`src/rtl/cmd_frame_parser_if.sv`:
```
// Command-path bus of the frame parser: RX FIFO drain side plus the CPU UART TX push side.
// master = parser, slave = switch core / UART side.
interface cmd_frame_parser_if #(
  parameter int CNT_W = 5
);
  logic [7:0]       rec_command;
  logic [CNT_W-1:0] com_count;
  logic             com_pop;
  logic [7:0]       tdr_cpuAB;
  logic             tf_push_cpuAB;

  modport master (
    input  rec_command,
    input  com_count,
    output com_pop,
    output tdr_cpuAB,
    output tf_push_cpuAB
  );

  modport slave (
    output rec_command,
    output com_count,
    input  com_pop,
    input  tdr_cpuAB,
    input  tf_push_cpuAB
  );
endinterface

```
`src/rtl/cmd_frame_parser.sv`:
```
// Validates fixed 8-byte command frames from the command RX FIFO, drives switch-control
// outputs and reset pulses, and answers every frame with a 2-byte ACK/NACK.
module cmd_frame_parser #(
  parameter int CNT_W   = 5,
  parameter int RST_CYC = 1000
) (
  input  logic                  clk,
  input  logic                  rst_n,
  cmd_frame_parser_if.master    bus,
  output logic                  force_swi,
  output logic                  com_swi,
  output logic                  error,
  output logic                  reset_A,
  output logic                  reset_B
);

  localparam int RC_W = $clog2(RST_CYC + 1);
  localparam logic [RC_W-1:0] RC_LOAD = RC_W'(RST_CYC);

  localparam logic [7:0] SYNC0 = 8'hEB;
  localparam logic [7:0] SYNC1 = 8'h90;
  localparam logic [7:0] TAIL  = 8'h0D;
  localparam logic [7:0] ACK   = 8'hAA;
  localparam logic [7:0] NACK  = 8'h55;

  localparam logic [7:0] CMD_SW_A  = 8'h01;
  localparam logic [7:0] CMD_SW_B  = 8'h02;
  localparam logic [7:0] CMD_AUTO  = 8'h03;
  localparam logic [7:0] CMD_RST_A = 8'h04;
  localparam logic [7:0] CMD_RST_B = 8'h05;
  localparam logic [7:0] CMD_PING  = 8'h06;

  typedef enum logic [2:0] {
    IDLE,
    RD,
    WT,
    CHK,
    RSP0,
    RSP1
  } state_t;

  state_t           state, state_nxt;
  logic [2:0]       idx;
  logic [7:0]       frm [8];
  logic             valid_q;
  logic [CNT_W-1:0] count;
  logic [7:0]       sum;
  logic             cmd_ok;
  logic             frame_ok;
  logic [RC_W-1:0]  cnt_a, cnt_b;

  assign count = bus.com_count;

  always_comb begin
    sum      = frm[2] + frm[3] + frm[4] + frm[5];
    cmd_ok   = (frm[2] >= CMD_SW_A) && (frm[2] <= CMD_PING);
    frame_ok = (frm[1] == SYNC1) && (frm[6] == sum) && (frm[7] == TAIL) && cmd_ok;
  end

  always_ff @(posedge clk or negedge rst_n) begin
    if (!rst_n) begin
      state <= IDLE;
    end else begin
      state <= state_nxt;
    end
  end

  always_comb begin
    state_nxt         = state;
    bus.com_pop       = 1'b0;
    bus.tf_push_cpuAB = 1'b0;
    bus.tdr_cpuAB     = '0;
    case (state)
      IDLE: begin
        // Only start on a complete frame so reads never stall mid-frame.
        if (count >= CNT_W'(8)) state_nxt = RD;
      end
      RD: begin
        bus.com_pop = (count != '0);
        state_nxt   = WT;
      end
      WT: begin
        if ((idx == 3'd0) && (frm[0] != SYNC0)) state_nxt = IDLE;
        else if (idx == 3'd7)                   state_nxt = CHK;
        else                                    state_nxt = RD;
      end
      CHK: begin
        state_nxt = RSP0;
      end
      RSP0: begin
        bus.tf_push_cpuAB = 1'b1;
        bus.tdr_cpuAB     = valid_q ? ACK : NACK;
        state_nxt         = RSP1;
      end
      RSP1: begin
        bus.tf_push_cpuAB = 1'b1;
        bus.tdr_cpuAB     = frm[2];
        state_nxt         = IDLE;
      end
      default: state_nxt = IDLE;
    endcase
  end

  always_ff @(posedge clk or negedge rst_n) begin
    if (!rst_n) begin
      idx <= '0;
      for (int unsigned i = 0; i < 8; i++) frm[i] <= '0;
    end else begin
      if (state == RD) frm[idx] <= bus.rec_command;
      if (state == IDLE)    idx <= '0;
      else if (state == WT) idx <= idx + 3'd1;
    end
  end

  always_ff @(posedge clk or negedge rst_n) begin
    if (!rst_n) begin
      valid_q   <= 1'b0;
      error     <= 1'b0;
      force_swi <= 1'b0;
      com_swi   <= 1'b0;
    end else if (state == CHK) begin
      valid_q <= frame_ok;
      error   <= !frame_ok;
      if (frame_ok) begin
        case (frm[2])
          CMD_SW_A: begin
            force_swi <= 1'b1;
            com_swi   <= 1'b0;
          end
          CMD_SW_B: begin
            force_swi <= 1'b1;
            com_swi   <= 1'b1;
          end
          CMD_AUTO: force_swi <= 1'b0;
          default:  ;
        endcase
      end
    end
  end

  // Reload on a repeated command stretches an active pulse rather than restarting a gap.
  always_ff @(posedge clk or negedge rst_n) begin
    if (!rst_n) begin
      cnt_a <= '0;
      cnt_b <= '0;
    end else begin
      if ((state == CHK) && frame_ok && (frm[2] == CMD_RST_A)) cnt_a <= RC_LOAD;
      else if (cnt_a != '0)                                    cnt_a <= cnt_a - RC_W'(1);
      if ((state == CHK) && frame_ok && (frm[2] == CMD_RST_B)) cnt_b <= RC_LOAD;
      else if (cnt_b != '0)                                    cnt_b <= cnt_b - RC_W'(1);
    end
  end

  always_comb begin
    reset_A = (cnt_a != '0);
    reset_B = (cnt_b != '0);
  end

  a_no_pop_empty: assert property (@(posedge clk) disable iff (!rst_n)
    bus.com_pop |-> (bus.com_count != '0));

  a_push_max2: assert property (@(posedge clk) disable iff (!rst_n)
    !(bus.tf_push_cpuAB && $past(bus.tf_push_cpuAB) && $past(bus.tf_push_cpuAB, 2)));

endmodule
```
`src/flat_wrapper.sv`:
```
// flat-port wrapper written by rule: the top's interface ports become plain ports
module cmd_frame_parser_flat 
#(
  parameter int CNT_W   = 5,
  parameter int RST_CYC = 1000
)
  (clk, rst_n, force_swi, com_swi, error, reset_A, reset_B, bus_rec_command, bus_com_count, bus_com_pop, bus_tdr_cpuAB, bus_tf_push_cpuAB);
  cmd_frame_parser_if #(.CNT_W(CNT_W)) bus_i ();
  input  logic clk;
  input  logic rst_n;
  output logic force_swi;
  output logic com_swi;
  output logic error;
  output logic reset_A;
  output logic reset_B;
  input wire logic [$bits(bus_i.rec_command)-1:0] bus_rec_command;
  input wire logic [$bits(bus_i.com_count)-1:0] bus_com_count;
  output wire logic [$bits(bus_i.com_pop)-1:0] bus_com_pop;
  output wire logic [$bits(bus_i.tdr_cpuAB)-1:0] bus_tdr_cpuAB;
  output wire logic [$bits(bus_i.tf_push_cpuAB)-1:0] bus_tf_push_cpuAB;
  assign bus_i.rec_command = bus_rec_command;
  assign bus_i.com_count = bus_com_count;
  assign bus_com_pop = bus_i.com_pop;
  assign bus_tdr_cpuAB = bus_i.tdr_cpuAB;
  assign bus_tf_push_cpuAB = bus_i.tf_push_cpuAB;
  cmd_frame_parser #(.CNT_W(CNT_W), .RST_CYC(RST_CYC)) u_core (.clk(clk), .rst_n(rst_n), .bus(bus_i), .force_swi(force_swi), .com_swi(com_swi), .error(error), .reset_A(reset_A), .reset_B(reset_B));
endmodule
```
`config.mk`:
```
export PLATFORM = sky130hd
export DESIGN_NAME = cmd_frame_parser_flat
export DESIGN_NICKNAME = d
export VERILOG_FILES = /design/src/rtl/cmd_frame_parser_if.sv /design/src/rtl/cmd_frame_parser.sv /design/src/flat_wrapper.sv
export SDC_FILE = /design/constraint.sdc
export NUM_CORES = 1
export LEC_CHECK = 0
export ABC_AREA = 1
export CAP_MARGIN = 20
export CORE_UTILIZATION = 55
export CTS_BUF_LIST = sky130_fd_sc_hd__clkbuf_8
export DETAILED_ROUTE_END_ITERATION = 7
export GPL_ROUTABILITY_DRIVEN = 1
export GPL_TIMING_DRIVEN = 0
export MAX_ROUTING_LAYER = met4
export PLACE_DENSITY_LB_ADDON = 0.1
export SLEW_MARGIN = 20
export SYNTH_ARGS = -nofsm -noshare
export SYNTH_HDL_FRONTEND = slang
export SYNTH_SLANG_ARGS = --single-unit
```
`constraint.sdc`:
```
create_clock -name clk -period 10 [get_ports clk]
set_clock_uncertainty 0.1 [all_clocks]
set_input_delay 2 -clock clk [delete_from_list [all_inputs] [get_ports clk]]
set_output_delay 2 -clock clk [all_outputs]
set_load 0.1 [all_outputs]
```
## Word level (Yosys, flattened, before mapping)

Index checks and enable logic that the tools add are counted.

| word-level totals | value |
|---|---|
| bits in registers | 94 |
| output and inout bits | 15 |

| cells by class | value |
|---|---|
| muxes and demuxes | 19 |
| order comparisons | 5 |
| bitwise operators | 1 |
| reductions and logical operators | 24 |
| eq/ne operators | 16 |
| add/subtract/negate cells | 6 |

Operator list:

| cell | number |
|---|---|
| 64-bit bitwise mux | 1 |
| 10-bit 2-to-1 mux | 4 |
| 8-bit adder | 3 |
| 8-bit demux with 3-bit select | 1 |
| 10-bit nonzero test | 2 |
| 10-bit by 1-bit subtractor with 10-bit output, second input constant | 2 |
| 8-bit by 2-bit equality test with 1-bit output, second input constant | 2 |
| 8-bit by 3-bit equality test with 1-bit output, second input constant | 2 |
| 8-bit 2-to-1 mux | 2 |
| 8-bit case mux with 2 select lines | 1 |
| 3-bit case mux with 5 select lines | 1 |
| 3-bit 2-to-1 mux | 4 |
| 2-bit nonzero test | 5 |
| 3-bit equality test, second input constant | 3 |
| 1-bit logical AND | 9 |
| 8-bit by 1-bit equality test with 1-bit output, second input constant | 1 |
| 8-bit by 4-bit equality test with 1-bit output, second input constant | 1 |
| 8-bit equality test | 1 |
| 8-bit equality test, second input constant | 1 |
| 8-bit by 1-bit greater-or-equal comparator with 1-bit output, second input constant | 1 |
| 8-bit by 3-bit less-or-equal comparator with 1-bit output, second input constant | 1 |
| 8-bit inequality test, second input constant | 1 |
| 3-bit by 2-bit equality test with 1-bit output, second input constant | 2 |
| 3-bit logical NOT | 2 |
| other kinds (14) | 18 |

## Logic depth before layout (Yosys ltp)

Gate-level depths: netlist of the first run.

| logic depth | value |
|---|---|
| word-level depth | 10 |
| gate-level depth with buffers | 18 |

## Worst setup path after synthesis of the first run

No wires, ideal clock.

| timing | value |
|---|---|
| kind | reg-to-output |
| start | register u_core.state[1] |
| end | output port bus_tdr_cpuAB[0] |
| required time | 7.900 ns |
| slack | 3.608 ns |
| arrival | 4.292 ns |
| cell stages (with the launch flop) | 4 |
| cell sequence | dfrtp_1 > nor2_1 > nand2_1 > o21ai_0 |

| on the way | value |
|---|---|
| longest elaborated chain between the ends | 2 |
| elaborated cells between the ends (all ways) | 3 |
| those cells by class | eq/ne: 2; mux: 1 |

Ends and longest elaborated chain:

| item | RTL line | source |
|---|---|---|
| from (decl) | cmd_frame_parser.sv:42 | `state_t state, state_nxt;` |
| from (signal assigned) | cmd_frame_parser.sv:64 | `state <= state_nxt;` |
| 3-bit equality test | cmd_frame_parser.sv:73 | `case (state)` |
| 8-bit case mux with 2 select lines (*) | cmd_frame_parser.sv:73 |  |
| to (decl) | flat_wrapper.sv:19 | `output wire logic [$bits(bus_i.tdr_cpuAB)-1:0] bus_tdr_cpuAB;` |

Every way passes the cells marked *; elsewhere a longest branch is shown, timed or not.

## Worst setup path after layout of the first run

| timing | value |
|---|---|
| start | input port bus_com_count[4] |
| end | output port bus_com_pop |

| on the way | value |
|---|---|
| longest elaborated chain between the ends | 2 |

Ends and longest elaborated chain:

| item | RTL line | source |
|---|---|---|
| from (decl) | flat_wrapper.sv:17 | `input wire logic [$bits(bus_i.com_count)-1:0] bus_com_count;` |
| 5-bit nonzero test | cmd_frame_parser.sv:79 | `bus.com_pop = (count != '0);` |
| 1-bit 2-to-1 mux | cmd_frame_parser.sv:73 |  |
| to (decl) | flat_wrapper.sv:18 | `output wire logic [$bits(bus_i.com_pop)-1:0] bus_com_pop;` |

No other way between the ends.

==> results.tsv, run 1 <==
stage	metric	value	unit
status	status	finished with violations	
status	failed_checks	DRC	
layout	syn2layout_area_growth	12.4	%
layout	layout.nets	686	
clock_tree	cts_root_buf	clkbuf_8	
global_route	grt_start_max_net_pins	73	
worst_setup_path	crit_required	7.90	ns
floorplan	core_area	8810	sq um
placement	io_buffer_count	29	
floorplan	fp-row-count	34	
clock_tree	cts.path.max_buffers	2	
yosys	synthTopCellsByArea	dfrtp_1, nand2_1, o21ai_0	
sta	fin_setup_tns	0	ns
clock_tree	cts_resized	0	
yosys	yosysTopAreaCell	dfrtp_1	
worst_setup_path	path_class	in2out	
drt	drtAntennaViolNets	0	
sta	period_needed	5.94	ns
worst_setup_path	critical_path.max_fanout	2	
clock_tree	clk_latency	0.37	ns
pwr	ir_worst_vdd	0.130	mV
worst_setup_path	crit_path_end	bus_com_pop	
global_route	grt_pass1_wl	18.8	mm
worst_setup_path	r2r-start	u_core.frm[17]	
yosys	synth_top_area_share	46.4	%
worst_setup_path	reg2reg_slack	6.23	ns
yosys	syn_avg_cell_area	8.39	sq um
clock_tree	numCtsBuffers	9	
clock_tree	tritoncts	done	
placement	dp_hpwl	7.97	mm
global_route	grt_pass1_vias	4014	
layout	multi_input_area	2340	sq um
clock_tree	h-tree-depth	3	
clock_tree	cts_setup_buffers	0	
global_route	antenna_found_initial	0	
yosys	syn-instance-count	604	
worst_setup_path	ff2ff_path_depth	16	
sta	worst_pin_slew	0.993	ns
clock_tree	clk_pin_slew	0.09	ns
yosys	synth_cell_types	36	
pwr	power.leakage	0.00295	uW
clock_tree	ctsHoldBuffers	0	
drt	initialDrtViolationCount	198	
worst_setup_path	crit_path_end_kind	output pin	
layout	seqCellArea	2350	sq um
drt	vias	4055	
sta	max_freq	168	MHz
global_route	grt_use_total	26.1	%
worst_setup_path	r2r_end	u_core.cnt_a[0]	
pwr	total_power	1600	uW
floorplan	die_h	98.0	um
drt	wire_per_inst	14.4	um
layout	finalInstanceArea	5690	sq um
yosys	async_flop_share	100	%
floorplan	dieArea	9600	sq um
yosys	synth-seq-cells	94	
placement	dp_cells	742	
drt	routed_wl	10.9	mm
floorplan	start_util	57.5	%
sta	slew_headroom	33.6	%
placement	gp_congestion	0.863	
sta	rsz0062_at_grt	no	
global_route	grt_overflow	0	
layout	antennaDiodeCount	0	
yosys	ys.warnings.count	0	
drt	drc	1	
worst_setup_path	critPathArrivalTime	3.84	ns
worst_setup_path	crit_start	bus_com_count[4]	
floorplan	chipWidth	98.0	um
yosys	yosys_most_used_dff	dfrtp_1	
pwr	p_per_area	282	nW/um^2
floorplan	ios	30	
worst_setup_path	startpoint_type	input port	
yosys	synth_nets	645	
job	cap_violations	0	
drt	via_per_inst	5.36	
sta	slew_violations	0	
clock_tree	clkSinkCount	94	
drt	first_pass_iters	7	
sta	finalCritPeriodShare	59.4	%
min_path	worstHoldPathType	reg2reg	
layout	layout.cells.non_filler	757	
yosys	ys_seq_area_share	46.4	%
placement	place_area	5520	sq um
sta	hold_viol_final	0	
layout	fillerInstances	753	
layout	layout-drive-gt1-share	5.70	%
sta	holdWs	0.391	ns
layout	layout.cells.most_common	nand2_1	
sta	finalSetupViolCount	0	
yosys	synth_area	5070	sq um
yosys	synth_edf_count	0	
layout	final_cell_mix	nand2_1, dfrtp_1, inv_1	
## synth_stat cells (2+ instances only)
cell      instances
nor2_4            2
dfrtp_1          94
xor2_1           10
fa_1             14
nand3_1          23
nor4_1            4
nor2_1           54
or2_2             2
nand4_1          16
o21ai_2           2
ha_1             12
xnor2_1           3
o21a_1            2
clkbuf_1          6
nor3_4            3
a21oi_1          20
inv_1            88
nand3b_1          4
nand4_4           2
o21ai_0          67
nor2_2            2
nand2_1         156
nor3_1            4
buf_4             2
## area by class of cell
cell class | count | area share (%)
multi-input cells | 412 | 41.1
well taps | 108 | 2.37
repair buffers | 30 | 5.60
inverters | 90 | 5.93
clock inverters | 5 | 0.615
plain buffers | 8 | 0.659
flip-flops and latches | 94 | 41.3
clock buffers | 10 | 2.42
## worst min-delay path by stage
stage                   start             end  slack, ns  cells past startpoint
3_3_place_gp   u_core.com_swi  u_core.com_swi       0.36                      2
6_report        u_core.frm[7]   u_core.frm[7]       0.39                      2
2_1_floorplan  u_core.frm[61]  u_core.frm[61]       0.35                      2
3_5_place_dp    u_core.frm[0]   u_core.frm[0]       0.37                      2
4_1_cts         u_core.frm[0]   u_core.frm[0]       0.40                      2
5_1_grt         u_core.frm[7]   u_core.frm[7]       0.42                      2
## routing by layer
metal / vias up / global-route usage [%] / part of all wire [%]
met5: - / - / 0
met4: 0 / 10.1 / 2.5
met3: 23 / 3.22 / 5.1
met2: 100 / 41.4 / 46
met1: 1926 / 34.5 / 46
li1: 2006 / - / -
## cells by family (layout without fill, tap and decap cells)
logic type	Yosys count	after routing	share of synthesized area, %
AND/OR/NAND/NOR	276	276	24.8
buffers and inverters	98	143	7.41
adder cells (fa/ha/maj)	26	26	8.50
AO/OA/AOI/OAI	95	95	9.83
flip-flops	94	94	46.4
XOR/XNOR	15	15	3.01
## stage by stage
step / worst slack [ns] / utilization, %
3_3_place_gp: 3.36 / 62.4
2_1_floorplan: 3.61 / -
4_1_cts: 4.05 / 64.6
6_report: 4.06 / 64.6
3_5_place_dp: 4.05 / 62.7
5_1_grt: 3.98 / 64.6
## registers in the layout, summed over array words and instances, names as in the netlist
signal and cells:
u_core.cnt_b 10, u_core.com_swi 1, u_core.cnt_a 10, u_core.valid_q 1, u_core.force_swi 1, u_core.frm 64
u_core.state 3, u_core.idx 3, u_core.error 1
## critical path: stages
cell and delay [ns]:
clkdlybuf4s50_1 0.46, nor2_1 0.06, nand2_1 0.06, o21ai_0 0.07
inv_1 0.07, clkdlybuf4s50_1 1.13
## power by group
part	leakage [uW]	switching [uW]	internal, uW
clock network	0.0000822	132	95.8
logic	0.00183	573	276
registers	0.00104	66.3	461
Power figures use the tool's default switching activity.
==> inputs of run 2 (changes only) <==
clock period = 5.73 ns   (was 10 ns; I/O delays follow)
==> results of run 2 <==
Same layout as run 1 (identical final DEF). Status: finished with violations: DRC.
Among the figures that moved: setup slack after placement 4.05 ns -> 1.49 ns; setup slack after layout 4.06 ns -> 1.49 ns; register-to-register setup slack 6.23 ns -> 1.96 ns; total power 1600 uW -> 2800 uW; worst IR drop on VDD 0.130 mV -> 0.227 mV
==> inputs of run 3 (changes only) <==
clock period = 3.77 ns   (was 5.73 ns; I/O delays follow)
==> run 3 against run 2 <==
Net effect: clock power is 65% higher; total power is 63% higher; clock-buffer cell count stayed put; sequential cell count stayed put; largest power group unchanged; first-iteration DRC count is 4.5% lower; hold slack worse by 0.27 ns; core utilization is 1.8 points higher; register-to-register slack worse by 1.9 ns; combinational power is 68% higher; routed wire length is 3.6% higher; final cell count is 0.92% higher; worst setup slack worse by 1.4 ns; the run still ends with DRC left.
==> results.tsv, run 3 (same netlist as run 1, synthesis figures left out) <==
stage	metric	value	unit
clock_tree	clkSinkCount	94	
clock_tree	ctsHoldBuffers	0	
layout	layout-drive-gt1-share	9.45	%
placement	gp_congestion	0.900	
worst_setup_path	startpoint_type	flip-flop	
pwr	p_int	2310	uW
drt	via_per_inst	5.27	
layout	finalInstanceArea	5850	sq um
drt	drtAntennaViolNets	0	
sta	finalCritPeriodShare	98.2	%
floorplan	chipWidth	98.0	um
sta	worst_pin_slew	1.09	ns
pwr	p_per_area	778	nW/um^2
global_route	grt_pass1_vias	3873	
drt	wire_per_inst	14.8	um
pwr	switching_power	2240	uW
layout	layout.cells.most_common	nand2_1	
worst_setup_path	slowest_stage	fa_1	
sta	slew_headroom	26.5	%
status	failed_checks	DRC	
worst_setup_path	crit_required	3.95	ns
floorplan	core_area	8810	sq um
layout	top_register	u_core.frm	
clock_tree	cts_root_buf	clkbuf_8	
layout	top_regs	u_core.frm: 64 flops, u_core.cnt_a: 10 flops, u_core.cnt_b: 10 flops	
job	cap_violations	0	
global_route	grt_pass1_wl	18.8	mm
clock_tree	tritoncts	done	
floorplan	start_util	57.5	%
pwr	combPwrFrac	54.8	%
worst_setup_path	worstPathCellList	fa_1 > inv_2 > fa_1 > inv_2 > ha_4 > fa_1 > nor2_1 > nor3_1 > nand2_1 > nor2_1 > nand3_1 > nor3_4 > buf_12 > nand4_4 > nand2_2 > inv_2	
global_route	grt_overflow	0	
layout	final_cell_mix	nand2_1, dfrtp_1, inv_1	
worst_setup_path	critPathArrivalTime	3.88	ns
floorplan	ios	30	
drt	routed_wl	11.3	mm
global_route	grt_start_max_net_pins	70	
pwr	p_sw_share	49.2	%
worst_setup_path	crit_path_end_kind	flip-flop	
global_route	grt_use_total	26.1	%
drt	vias	4023	
pwr	ir_worst_vdd	0.425	mV
sta	period_needed	3.70	ns
sta	hold_viol_final	0	
clock_tree	clk_latency	0.38	ns
worst_setup_path	critical_path.max_fanout	6	
clock_tree	clk_pin_slew	0.10	ns
floorplan	fp-row-count	34	
status	status	finished with violations	
worst_setup_path	ff2ff_path_depth	16	
layout	post-route-util	66.5	%
sta	max_freq	270	MHz
placement	io_buffer_count	29	
layout	syn2layout_area_growth	15.6	%
drt	first_pass_iters	7	
clock_tree	cts.path.max_buffers	2	
layout	layout.nets	692	
layout	largest_reg_flops	64	
pwr	power.leakage	0.00312	uW
clock_tree	h-tree-depth	3	
global_route	antenna_found_initial	0	
sta	finalSetupViolCount	0	
sta	rsz0062_at_grt	yes	
drt	initialDrtViolationCount	189	
min_path	worstHoldPathType	in2async	
sta	slew_violations	0	
placement	place_area	5550	sq um
pwr	clock_power_share	14.4	%
pwr	seq_power_share	30.8	%
floorplan	die_h	98.0	um
clock_tree	numCtsBuffers	9	
floorplan	dieArea	9600	sq um
worst_setup_path	path_class	reg2reg	
layout	antennaDiodeCount	0	
drt	drc	2	
placement	dp_hpwl	8.12	mm
worst_setup_path	slowest_delay	0.57	ns
[run 3: cell types whose count changed in the layout (fill, tap and decap cells not counted), moves of 2 or more]
cell / delta
dlymetal6s2s_1: +6
nand2_1: -3
o21ai_0: -8
nand2_2: +3
clkdlybuf4s50_1: -6
inv_2: +4
clkinvlp_4: -3
nor2_1: -2
o21ai_2: +8
inv_1: -4
inv_6: +3
nor2_2: +2
buf_4: +3
[run 3: path summary, 6_finish.rpt]
check / from / endpoint / slack, ns
max: u_core.frm[33] / u_core.cnt_b[1] / 0.07
min: rst_n / u_core.cnt_a[3] / 0.12
max reg2reg: u_core.frm[33] / u_core.cnt_b[1] / 0.07
min reg2reg: u_core.com_swi / u_core.com_swi / 0.39
max in group asynchronous: rst_n / u_core.frm[33] / 2.84
min in group clk: u_core.com_swi / u_core.com_swi / 0.39
[run 3: metal layers]
layer  track usage (%)  vias to the layer above  share of wire, %
li1                  -                     2032                 -
met1              35.0                     1887                46
met2              41.4                       89                48
met3              3.79                       15               4.2
met4              7.69                        0               1.3
met5                 -                        -                 0
[run 3: layout make-up]
class                      count  area (sq um)
sequential                    94          2350
inverter                      90           338
clock inverter                 6          50.0
buffer                         8          37.5
fill                         753          2950
timing repair buffer          34           377
multi-input combinational    414          2430
tap                          108           135
clock buffer                  10           138
[run 3: worst max-delay path, delay by kind of cell (launching register included)]
| family | cells | cell delay, ns |
|---|---|---|
| fa+ha+maj | 4 | 1.79 |
| simple gates | 8 | 1.04 |
| flops | 1 | 0.41 |
| buf+inv | 4 | 0.28 |
[run 3: repair_timing]
action                     4_1_cts  5_1_grt
setup endpoints to repair        8       28
setup buffers                    2        2
pin swaps                        1       11
gates resized for setup          0       17
cloned                           2        0
[run 3: stage by stage]
step / power (uW) / setup TNS, ns / instances / hold slack (ns) / setup WS (ns)
after global routing: 4910 / -0.376 / 764 / 0.121 / -0.0745
after floorplan: 3180 / 0 / 604 / 0.345 / 0.231
after CTS: 4420 / -0.00314 / 762 / 0.128 / -0.00208
after global placement: 3620 / -145.93 / 741 / 0.357 / -1.56
final: 4550 / 0 / 764 / 0.120 / 0.0693
after detailed placement: 3700 / -0.205 / 742 / 0.367 / -0.0414
[run 3: power by group through the flow]
stage                     registers (uW)  clock network, uW  logic [uW]
after floorplan                     1390                  0        1790
after global routing                1430                708        2770
after global placement              1410                  0        2210
after detailed placement            1420                  0        2280
after CTS                           1400                666        2360
final                               1400                656        2490
